<file path="src/rtl/fetch_unit.sv">
// Instruction fetch stage: owns the PC, sequences enable-edge/valid-pulse reads to
// instruction memory, buffers two responses and hands them to decode with valid/ready.
module fetch_unit #(
    parameter logic [31:0] RESET_PC = 32'h0000_0000,
    parameter logic [31:0] PC_STEP  = 32'd4
) (
    input  logic        clock,
    input  logic        reset_n,
    input  logic        redirect,
    input  logic [31:0] redirect_pc,
    output logic        imem_enable,
    output logic [31:0] imem_address,
    input  logic [31:0] imem_data,
    input  logic        imem_valid,
    output logic        if_valid,
    output logic [31:0] if_instr,
    output logic [31:0] if_pc,
    input  logic        id_ready
);

    localparam int unsigned CNT_W = 2;

    typedef enum logic [1:0] {
        IDLE  = 2'd0,
        REQ   = 2'd1,
        GAP   = 2'd2,
        DRAIN = 2'd3
    } state_t;

    state_t             state, state_n;
    logic [31:0]        pc, pc_n;
    logic [CNT_W-1:0]   count, count_n;
    logic [31:0]        tail_instr, tail_instr_n;
    logic [31:0]        tail_pc, tail_pc_n;
    logic               imem_enable_n;
    logic [31:0]        imem_address_n;
    logic               if_valid_n;
    logic [31:0]        if_instr_n, if_pc_n;

    logic               pop, push, issue_ok;
    logic [CNT_W-1:0]   occ_after;

    // State and output registers; if_instr/if_pc double as the FIFO head entry.
    always_ff @(posedge clock or negedge reset_n) begin
        if (!reset_n) begin
            state        <= IDLE;
            pc           <= RESET_PC;
            count        <= '0;
            tail_instr   <= '0;
            tail_pc      <= '0;
            imem_enable  <= 1'b0;
            imem_address <= RESET_PC;
            if_valid     <= 1'b0;
            if_instr     <= '0;
            if_pc        <= '0;
        end else begin
            state        <= state_n;
            pc           <= pc_n;
            count        <= count_n;
            tail_instr   <= tail_instr_n;
            tail_pc      <= tail_pc_n;
            imem_enable  <= imem_enable_n;
            imem_address <= imem_address_n;
            if_valid     <= if_valid_n;
            if_instr     <= if_instr_n;
            if_pc        <= if_pc_n;
        end
    end

    // Next-state: FIFO bookkeeping, issue decision and request sequencing.
    always_comb begin
        state_n        = state;
        pc_n           = pc;
        count_n        = count;
        tail_instr_n   = tail_instr;
        tail_pc_n      = tail_pc;
        imem_enable_n  = imem_enable;
        imem_address_n = imem_address;
        if_instr_n     = if_instr;
        if_pc_n        = if_pc;

        pop       = if_valid && id_ready && !redirect;
        push      = (state == REQ) && imem_valid && !redirect;
        occ_after = redirect ? CNT_W'(0) : CNT_W'(count - (pop ? CNT_W'(1) : CNT_W'(0)));
        issue_ok  = occ_after < CNT_W'(2);

        if (redirect) begin
            count_n = '0;
        end else begin
            case ({push, pop})
                2'b11: begin
                    if (count == CNT_W'(1)) begin
                        if_instr_n = imem_data;
                        if_pc_n    = imem_address;
                    end else begin
                        if_instr_n   = tail_instr;
                        if_pc_n      = tail_pc;
                        tail_instr_n = imem_data;
                        tail_pc_n    = imem_address;
                    end
                end
                2'b10: begin
                    if (count == CNT_W'(0)) begin
                        if_instr_n = imem_data;
                        if_pc_n    = imem_address;
                    end else begin
                        tail_instr_n = imem_data;
                        tail_pc_n    = imem_address;
                    end
                    count_n = CNT_W'(count + CNT_W'(1));
                end
                2'b01: begin
                    if_instr_n = tail_instr;
                    if_pc_n    = tail_pc;
                    count_n    = CNT_W'(count - CNT_W'(1));
                end
                default: ;
            endcase
        end
        if_valid_n = (count_n != CNT_W'(0));

        case (state)
            IDLE: begin
                if (redirect) begin
                    pc_n           = redirect_pc;
                    imem_enable_n  = 1'b1;
                    imem_address_n = redirect_pc;
                    state_n        = REQ;
                end else if (issue_ok) begin
                    imem_enable_n  = 1'b1;
                    imem_address_n = pc;
                    state_n        = REQ;
                end
            end
            REQ: begin
                if (imem_valid) begin
                    imem_enable_n = 1'b0;
                    state_n       = GAP;
                    pc_n          = redirect ? redirect_pc : pc + PC_STEP;
                end else if (redirect) begin
                    pc_n    = redirect_pc;
                    state_n = DRAIN;
                end
            end
            // One low cycle gives memory a fresh rising edge; a redirect defers issue by a cycle.
            GAP: begin
                if (redirect) begin
                    pc_n    = redirect_pc;
                    state_n = IDLE;
                end else if (issue_ok) begin
                    imem_enable_n  = 1'b1;
                    imem_address_n = pc;
                    state_n        = REQ;
                end else begin
                    state_n = IDLE;
                end
            end
            DRAIN: begin
                if (redirect) begin
                    pc_n = redirect_pc;
                end
                if (imem_valid) begin
                    imem_enable_n = 1'b0;
                    state_n       = GAP;
                end
            end
            default: state_n = IDLE;
        endcase
    end

endmodule

</file>
<file path="config.mk">
export PLATFORM = sky130hd
export DESIGN_NAME = fetch_unit
export DESIGN_NICKNAME = d
export VERILOG_FILES = /design/src/rtl/fetch_unit.sv
export SDC_FILE = /design/constraint.sdc
export NUM_CORES = 1
export LEC_CHECK = 0
export CAP_MARGIN = 5
export CORE_MARGIN = 1.5
export CORE_UTILIZATION = 40
export CTS_CLUSTER_DIAMETER = 200
export DETAILED_ROUTE_END_ITERATION = 10
export PLACE_DENSITY = 0.73
export SETUP_SLACK_MARGIN = 0.5
export SLEW_MARGIN = 5
export SYNTH_ARGS = -nofsm -noshare
export SYNTH_HDL_FRONTEND = slang
export SYNTH_SLANG_ARGS = --single-unit
export TNS_END_PERCENT = 50
</file>
<file path="constraint.sdc">
create_clock -name clock -period 2.3 [get_ports clock]
set_input_delay 0.46 -clock clock [delete_from_list [all_inputs] [get_ports clock]]
set_output_delay 0.46 -clock clock [all_outputs]
set_load 0.02 [all_outputs]
</file>
Yosys cells after proc, flatten, opt, wreduce, memory -nomap -nowiden
Index checks and enable logic that the tools add are counted.
W data, S select, Z words.
{"block": "word_totals", "ff_bits": 198, "input_bits": 69, "out_inout_bits": 98, "wordCells": 86}
{"block": "op_classes", "addsub": 4, "magnitude_cmp": 1, "eq_ne": 15, "muxes": 37, "bitwise": 1, "n_reduce_logical": 18}
{"cell": "$mux W32", "count": 14}
{"cell": "$pmux W32 S2", "count": 4}
{"cell": "$pmux W32 S3", "count": 2}
{"cell": "$add A32 B3 Y32 const B", "count": 1}
{"cell": "$mux W2", "count": 7}
{"cell": "$ne A2 B2 Y1 const B", "count": 5}
{"cell": "$eq A2 B2 Y1 const B", "count": 4}
{"cell": "$pmux W2 S4", "count": 1}
{"cell": "$mux W1", "count": 7}
{"cell": "$eq A2 B1 Y1 const B", "count": 3}
{"cell": "$ne A3 B3 Y1 const B", "count": 2}
{"cell": "$reduce_and A3 Y1", "count": 2}
{"cell": "$reduce_bool A2 Y1", "count": 3}
{"cell": "$logic_and A1 B1 Y1", "count": 4}
{"cell": "$logic_not A2 Y1", "count": 2}
{"cell": "$pmux W2 S2", "count": 1}
{"cell": "$reduce_and A2 Y1", "count": 2}
{"cell": "$reduce_and A4 Y1", "count": 1}
{"cell": "$pmux W1 S3", "count": 1}
{"cell": "$reduce_bool A3 Y1", "count": 1}
{"cell": "$reduce_or A3 Y1", "count": 1}
{"cell": "$add A2 B1 Y2 const B", "count": 1}
{"cell": "$lt A2 B2 Y1 const B", "count": 1}
{"cell": "$ne A2 B1 Y1 const B", "count": 1}
{"cell": "5 further kinds", "count": 5}

Longest topological paths before layout
Gate-level depths: netlist of the first run.
{"block": "logic_depth", "depth_word": 9, "ltp_mapped": 13, "ltp_nobuf": 8}

Least setup slack after synthesis of the first run
No wires, ideal clock.
{"block": "synth_path", "path_kind": "input-to-reg", "start": "input port redirect", "end": "register tail_instr[0]", "setup_time_ps": 125, "arrival_ps": 2601, "required_time_ps": 2175, "path_slack_ps": -426, "cell_stages": 11, "path_buffers": 4, "path_cell_list": "buf_2 -> clkbuf_1 -> nor2_1 -> inv_1 -> ha_1 -> clkbuf_1 -> a22oi_1 -> o21ai_0 -> nor2_1 -> buf_2 -> mux2_2"}
{"block": "synth_via", "elab_chain_len": 5, "elab_cells_between_ends": 11, "cone_classes": "4 x eq/ne; 1 x mux; 1 x bitwise; 5 x reduce/logical"}
{"item": "from (decl)", "line_no": "9", "source": "input logic redirect,"}
{"item": "$logic_not A1 Y1", "line_no": "82, 83"}
{"item": "$logic_and A1 B1 Y1 (on tied branches)", "line_no": "82, 83"}
{"item": "$eq A2 B2 Y1", "line_no": "90", "source": "case ({push, pop})"}
{"item": "$ne A2 B2 Y1 (no line) or $reduce_bool A2 Y1 (tied branches)"}
{"item": "$reduce_and A4 Y1 (no line)"}
{"item": "to (signal assigned)", "line_no": "60", "source": "tail_instr <= tail_instr_n;"}
{"item": "to (decl)", "line_no": "33", "source": "logic [31:0] tail_instr, tail_instr_n;"}
Several ways; a longest one is shown, not always the timed one.
A chain may end at the register's enable or synchronous reset.

Final worst setup path of the first run
{"block": "layout_path", "start": "register if_valid", "end": "register tail_pc[16]"}
{"block": "layout_via", "elab_chain_len": 5, "elab_cells_between_ends": 9, "cone_classes": "4 x eq/ne; 1 x mux; 4 x reduce/logical"}
{"item": "from (decl)", "line_no": "15", "source": "output logic if_valid,"}
{"item": "from (signal assigned)", "line_no": "64", "source": "if_valid <= if_valid_n;"}
{"item": "$logic_and A1 B1 Y1 * (2 in a row)", "line_no": "82", "source": "pop = if_valid && id_ready && !redirect;"}
{"item": "$eq A2 B2 Y1", "line_no": "90"}
{"item": "$ne A2 B2 Y1 (no line) or $reduce_bool A2 Y1 (tied branches)"}
{"item": "$reduce_and A4 Y1 (no line)"}
{"item": "to (signal assigned)", "line_no": "61", "source": "tail_pc <= tail_pc_n;"}
{"item": "to (decl)", "line_no": "34", "source": "logic [31:0] tail_pc, tail_pc_n;"}
Every way passes the cells marked *; elsewhere a longest branch is shown, timed or not.

==> results.md, run 1 <==
* Status: completed
* Worst r2r dst: tail_pc[16]$_DFFE_PN0P_
* Final WS setup at 0.191 ns
* Clock skew at 0.0125 ns
* Main area contributors after synthesis: dfrtp_1 (48%), mux2_2 (21%), o21ai_0 (6.5%)
* # rows at 58
* CORE AREA at 0.0252 sq mm
* Final-report setup violation count at 0
* Chip width at 163 um
* Crit path launch: if_valid$_DFF_PN0_
* Via Count at 8181
* Port bufs at 166
* Crit end category: register
* Initial antenna violation count at 0
* Share of layout cells above drive strength 1 at 30.6%
* RR Startpoint: if_valid$_DFF_PN0_
* Post-synth EDFFs at 0
* Cell Pwr Density at 1140 mW/mm^2
* Final Wtd Congestion at 0.789
* DRC viols at 0
* Crit Path Category: register to register
* Worst Setup Start Kind: register
* Period utilization at 91.7%
* Worst skew pair latency at 0.44 ns
* Reg2Reg Setup Slack at 0.19 ns
* Setup crit end: tail_pc[16]$_DFFE_PN0P_
* WL/cell at 18.7 um
* Post-synth design cell area at 0.0103 sq mm
* NumNets Final at 1233
* Detailed Place HPWL at 17400 um
* Fillers at 2035
* Total GRT Usage at 20.6%
* Root buffer cell: clkbuf_16
* Seq/Total Area, Yosys at 48.2%
* Synth Flop Type: dfrtp_1
* Worst EP required at 2.63 ns
* Initial cell density of the core at 40.8%
* Max clock buf depth at 2
* Overflow after GRT at 0
* Starting DRC count in detailed routing at 499
* Area leader, netlist: dfrtp_1
* Routed WL at 28100 um
* Largest net degree at the start of global routing at 58
* Crit path max fanout at 5
* Post-DP Area at 0.0128 sq mm
* # diodes at 0
* Syn Area/Cell at 10.8 sq um
* Synth warn at 0
* Area of the multi-input gates at 0.00535 sq mm
* Hold Vio Cnt, Final at 0
* Worst Hold Class: register to register
* First-pass DRT Iterations at 5
* CP arrival at 2.43 ns
* H-Tree Depth at 4
* Leading cell types by count after synthesis: dfrtp_1 (198), mux2_2 (195), nand2_1 (136)
* Die area at 0.0266 sq mm
* Synthesized instance count at 948
* Ports at 167
* Clk sink count at 198
* P&R area growth vs syn at 39.3%
* Vias in the first global route at 8096
* Register Area at 0.00496 sq mm
* TritonCTS clock tree: yes
* Die H at 163 um
* Most frequent cell after synthesis: dfrtp_1
* Rel. slew slack at 61.9%
* Global-route wire length before repair at 43100 um
* Routed Antenna Nets at 0
* Synth cell types at 43
* Worst Max-Slew Pin Slew at 0.569 ns
* Setup WS pre-CTS at -0.378 ns
* Slew Viols, Final at 0
* VDD IR-drop max at 0.000744 V
* CTS Buf Count at 17
* Max-cap violations at 0
* Fmax at 0.474 GHz
* Yosys reg bits at 198
* Worst reg2reg path depth at 12
* Net Count, Synth at 1024
* Worst hold slack at 0.478 ns
* Synth top area share at 48.2%
* Drt via density at 5.45
* Leak pwr at 0.00597 uW
* Unrepaired setup endpoints after global routing: yes
* Crit path time final at 2.11 ns
* Clk slew on worst S/H paths at 0.07 ns
* Async S/R FF share, synth at 100%
* Design area at 0.0143 sq mm
-- cell usage in the layout, fill, tap and decap left out, drive strengths merged, types with 5 or more instances in the layout --
master,netlist,layout
mux2i,45,45
o21ai,134,134
clkbuf,43,25
dlygate4sd2,0,9
a22oi,65,65
clkinvlp,0,5
nor2,9,9
nor3,6,6
clkdlybuf4s50,0,153
dfrtp,198,198
and3,7,7
nand4,15,15
mux2,195,195
nand3,7,7
inv,11,14
ha,7,7
nand2,137,137
buf,27,89
-- per-stage QoR --
stage | TNS [ns] | util [%] | total power, uW | std cells
5_1_grt | 0 | 56.8 | 17300 | 1500
2_1_floorplan | -2.37 | - | 9660 | 948
3_5_place_dp | -40.15 | 50.8 | 12600 | 1427
6_report | 0 | 56.8 | 16300 | 1500
3_3_place_gp | -37.51 | 50.8 | 12500 | 1427
4_1_cts | 0 | 55.2 | 16100 | 1483
-- power by group --
part           internal (uW)  switching, uW
registers               4960           1310
clock network           1730           1410
logic                   3840           3080
-- state kept, by name (all words and copies together), names as in the netlist --
register and flops:
if_pc 32, imem_enable 1, if_instr 32, tail_instr 32, if_valid 1, pc 32, count 2, state 2
imem_address 32, tail_pc 32
-- routing by layer --
layer  track usage (%)  share of wire (%)  routed length, um  up-vias
met4              7.26                2.2                623        0
met3              4.16                4.4               1220       35
li1                  -                  -                  -     3872
met1              27.2                 46              12900     4066
met5                 0                  0                  0        -
met2              33.5                 47              13300      208
-- cells by family (layout without fill, tap and decap cells) --
| kind of cell | after synthesis | count (layout) | synth area share, % |
|---|---|---|---|
| muxes | 240 | 240 | 25.8 |
| AOI/OAI and AO/OA | 218 | 218 | 12.7 |
| and+or+nand+nor | 201 | 201 | 9.06 |
| DFF | 198 | 198 | 48.2 |
| buffers and inverters | 81 | 303 | 3.17 |
| adders and majority gates | 7 | 7 | 0.853 |
| xor gates and xnor gates | 3 | 3 | 0.256 |
-- area by class of cell --
class / instances / area share, %
Multi-Input combinational cell: 669 / 37.4
Sequential cell: 198 / 34.7
Timing Repair Buffer: 260 / 20.5
Clock buffer: 19 / 3.03
Tap cell: 330 / 2.89
Clock inverter: 13 / 1.21
Inverter: 11 / 0.324
-- timing repair --
action | in CTS | in global routing
pin swaps | 7 | 7
buffers inserted | 17 | 11
hold buffers | 1 | 0
endpoints found under the setup margin | 287 | 281
endpoints found under the hold margin | 42 | 0
gates resized for setup | 65 | 58
gates cloned | 6 | 6
-- worst max-delay path, stage by stage (launching register included) --
cell and delay [ns]:
dfrtp_1 0.37, nand2_2 0.07, nor2_4 0.13, inv_2 0.07
ha_4 0.16, a22oi_2 0.16, o21ai_2 0.09, nor2_4 0.15
buf_6 0.12, buf_8 0.12, buf_12 0.12, buf_16 0.12
mux2_4 0.30
-- worst min path at each step --
stage	start	endpoint	slack (ns)	cells after the start
4_1_cts	if_instr[13]$_DFFE_PN0P_	if_instr[13]$_DFFE_PN0P_	0.49	2
2_1_floorplan	reset_n	count[0]$_DFF_PN0_	0.16	0
6_report	if_instr[28]$_DFFE_PN0P_	if_instr[28]$_DFFE_PN0P_	0.48	2
3_3_place_gp	reset_n	if_instr[20]$_DFFE_PN0P_	0.44	1
3_5_place_dp	reset_n	if_instr[23]$_DFFE_PN0P_	0.44	1
5_1_grt	if_instr[5]$_DFFE_PN0P_	if_instr[5]$_DFFE_PN0P_	0.50	2
Power figures use the tool's default switching activity.
==> run 2, diff against run 1 <==
==> constraint.sdc (replaced) <==
create_clock -name clock -period 2.3 [get_ports clock]
set_input_delay 0.46 -clock clock [delete_from_list [all_inputs] [get_ports clock]]
set_output_delay 0.46 -clock clock [all_outputs]
set_load 0.005 [all_outputs]
==> results.md, run 2 (synthesis gave the netlist of run 1 again) <==
* Global-route wire length before repair at 44000 um (was 43100 um)
* Final Wtd Congestion at 0.773 (was 0.789)
* Final Power at 15400 uW (was 16300 uW)
* Post-CTS Hold Buffers at 0 (was 1)
* Leak pwr at 0.00599 uW (was 0.00597 uW)
* Max clock buf depth at 2 (unchanged)
* CTS Buf Count at 17 (unchanged)
* Worst hold slack at 0.0299 ns (was 0.478 ns)
* VDD IR-drop max at 0.000600 V (was 0.000744 V)
* Crit path launch: if_valid$_DFF_PN0_ (unchanged)
* Uppermost layer routed: met4 (unchanged)
* WL/cell at 20.1 um (was 18.7 um)
* Worst EP required at 2.62 ns (was 2.63 ns)
* Ports at 167 (unchanged)
* Metal2 WL at 15100 um (was 13300 um)
* Largest net degree at the start of global routing at 62 (was 58)
* Drt via density at 5.49 (was 5.45)
* Die H at 163 um (unchanged)
* Register Area at 0.00496 sq mm (about the same)
* Sw Pwr at 5130 uW (was 5790 uW)
* Most frequent cells in the layout: dfrtp_1 (197), mux2_2 (163), clkdlybuf4s50_1 (162) (was dfrtp_1 (196), clkdlybuf4s50_1 (153), mux2_2 (150))
* Crit path time final at 2.15 ns (was 2.11 ns)
* CORE AREA at 0.0252 sq mm (unchanged)
* Fmax at 0.464 GHz (was 0.474 GHz)
* Chip width at 163 um (unchanged)
* Area of the multi-input gates at 0.00561 sq mm (was 0.00535 sq mm)
* Max-cap violations at 0 (unchanged)
* Routed Antenna Nets at 0 (unchanged)
* Pint at 10300 uW (was 10500 uW)
* Worst-path cell chain: nand2_2 -> nor2_4 -> buf_4 -> ha_4 -> a22oi_2 -> o21ai_4 -> nor2_4 -> buf_6 -> buf_6 -> buf_8 -> buf_16 -> mux2_4 (was nand2_2 -> nor2_4 -> inv_2 -> ha_4 -> a22oi_2 -> o21ai_2 -> nor2_4 -> buf_6 -> buf_8 -> buf_12 -> buf_16 -> mux2_4)
* Root buffer cell: clkbuf_16 (unchanged)
* Clk sink count at 198 (unchanged)
* WL met3 at 1280 um (was 1220 um)
* Overflow after GRT at 0 (unchanged)
* First-pass DRT Iterations at 5 (unchanged)
* Crit path max fanout at 8 (was 5)
* Final-report setup violation count at 0 (unchanged)
* Slowest CP cell: dfrtp_1 (unchanged)
* Share of layout cells above drive strength 1 at 36.2% (was 30.6%)
* Slew Viols, Final at 0 (unchanged)
* Instance count on the critical path at 12 (unchanged)
* Initial cell density of the core at 40.8% (unchanged)
* Total GRT Usage at 21.1% (was 20.6%)
* Worst r2r dst: tail_pc[19]$_DFFE_PN0P_ (was tail_pc[16]$_DFFE_PN0P_)
* Crit end category: register (unchanged)
* Port bufs at 166 (unchanged)
* Clk pwr share at 19.1% (was 19.2%)
* Vias in the first global route at 8096 (unchanged)
* Detailed Place HPWL at 17900 um (was 17400 um)
* Worst path max stage delay at 0.40 ns (was 0.37 ns)
* Fillers at 2024 (was 2035)
* Worst path top cell family by delay: buffers and inverters (unchanged)
* Setup crit end: tail_pc[19]$_DFFE_PN0P_ (was tail_pc[16]$_DFFE_PN0P_)
* Placed cells at 1429 (was 1427)
* Sum Neg Setup Slack at 0 ns (unchanged)
* Worst skew pair latency at 0.44 ns (about the same)
* Unrepaired setup endpoints after global routing: yes (unchanged)
* CP arrival at 2.47 ns (was 2.43 ns)
* RR Startpoint: if_valid$_DFF_PN0_ (unchanged)
* Filler-free cell count of the finished design at 1504 (was 1500)
* Rel. slew slack at 60.8% (was 61.9%)
* Initial antenna violation count at 1 (was 0)
* Wire length on met1 at 13300 um (was 12900 um)
* Crit Path Category: register to register (unchanged)
* Most common cell after layout, fill and taps aside: dfrtp_1 (unchanged)
* H-Tree Depth at 4 (unchanged)
* Die area at 0.0266 sq mm (unchanged)
* Cell Pwr Density at 1050 mW/mm^2 (was 1140 mW/mm^2)
* Hold Vio Cnt, Final at 0 (unchanged)
* TritonCTS clock tree: yes (unchanged)
* NumNets Final at 1236 (was 1233)
* Worst Max-Slew Pin Slew at 0.589 ns (was 0.569 ns)
* DRC viols at 0 (unchanged)
* Period utilization at 93.6% (was 91.7%)
* Routed WL at 30200 um (was 28100 um)
* # rows at 58 (unchanged)
* Critical path buffer and inverter count at 5 (unchanged)
* Clock skew at 0.0125 ns (about the same)
* Starting DRC count in detailed routing at 527 (was 499)
* Logic pwr share at 39.7% (was 42.4%)
* Worst reg2reg path depth at 12 (unchanged)
* Status: completed (unchanged)
* Clk slew on worst S/H paths at 0.08 ns (was 0.07 ns)
* Worst Setup Start Kind: register (unchanged)
* P&R area growth vs syn at 43.0% (was 39.3%)
* Net Sw Frac at 33.3% (was 35.5%)
* Via Count at 8252 (was 8181)
* Worst Hold Class: input port to async pin (was register to register)
* Reg2Reg Setup Slack at 0.15 ns (was 0.19 ns)
* Flop pwr share at 41.2% (was 38.4%)
-- run 2: cell count changes in the layout (fill, tap and decap cells not counted), moves of 7 or more --
cell             before  now
mux2_2              150  163
a22oi_2               9   53
dlygate4sd2_1         9    2
a22oi_1              56   12
o21ai_1              14   83
mux2_4               45   32
clkdlybuf4s50_1     153  162
o21ai_0             114   31
o21ai_2               4   17
-- run 2: what timing repair did --
action | CTS | global route
buffers inserted | 13 | 8
pin swaps | 14 | 35
gates cloned | 7 | 14
gates resized for setup | 64 | 193
setup endpoints to repair | 195 | 242
-- run 2: routing by layer --
metal / global-route usage, % / up-vias
met1: 27.8 / 4152
met5: 0 / -
li1: - / 3883
met4: 5.88 / 0
met2: 35.6 / 188
met3: 3.91 / 29
-- run 2: stage by stage --
step / util [%] / area, sq um / worst slack, ns
after floorplan: - / 10400 / -0.0429
after global placement: 50.8 / 12800 / -0.354
after detailed placement: 50.8 / 12800 / -0.374
after CTS: 55.1 / 13900 / 0.231
after global routing: 58.3 / 14700 / 0.0645
final: 58.3 / 14700 / 0.146
-- run 2: worst min-delay path by stage --
stage / from / slack [ns] / cells after the start / endpoint
after detailed placement: pc[15]$_DFF_PN0_ / 0.47 / 1 / pc[15]$_DFF_PN0_
after global placement: pc[31]$_DFF_PN0_ / 0.46 / 1 / pc[31]$_DFF_PN0_
after floorplan: reset_n / 0.16 / 0 / count[0]$_DFF_PN0_
after global routing: reset_n / 0.06 / 1 / tail_instr[24]$_DFFE_PN0P_
after CTS: reset_n / 0.05 / 1 / tail_instr[24]$_DFFE_PN0P_
final: reset_n / 0.03 / 1 / tail_instr[24]$_DFFE_PN0P_
-- run 2: cell type report --
cell class / instances / share of cell area [%]
clock buffers: 17 / 2.90
multi-input cells: 669 / 38.2
diodes: 1 / 0.0170
flip-flops and latches: 198 / 33.8
inverters: 11 / 0.332
clock inverters: 15 / 0.937
well taps: 330 / 2.81
repair buffers: 263 / 21.0
-- run 2: power by group through the flow --
stage	clock network [uW]	logic (uW)	registers, uW
after floorplan	0	2700	6000
after CTS	2980	5690	6210
final	2940	6130	6350
after global routing	3110	6660	6570
after global placement	0	5260	6160
after detailed placement	0	5400	6230
==> run 3, diff against run 2 <==
SLEW_MARGIN = 20   (was 5)
==> results of run 3 <==
Final layout, timing and power as in run 2 (identical DEF).
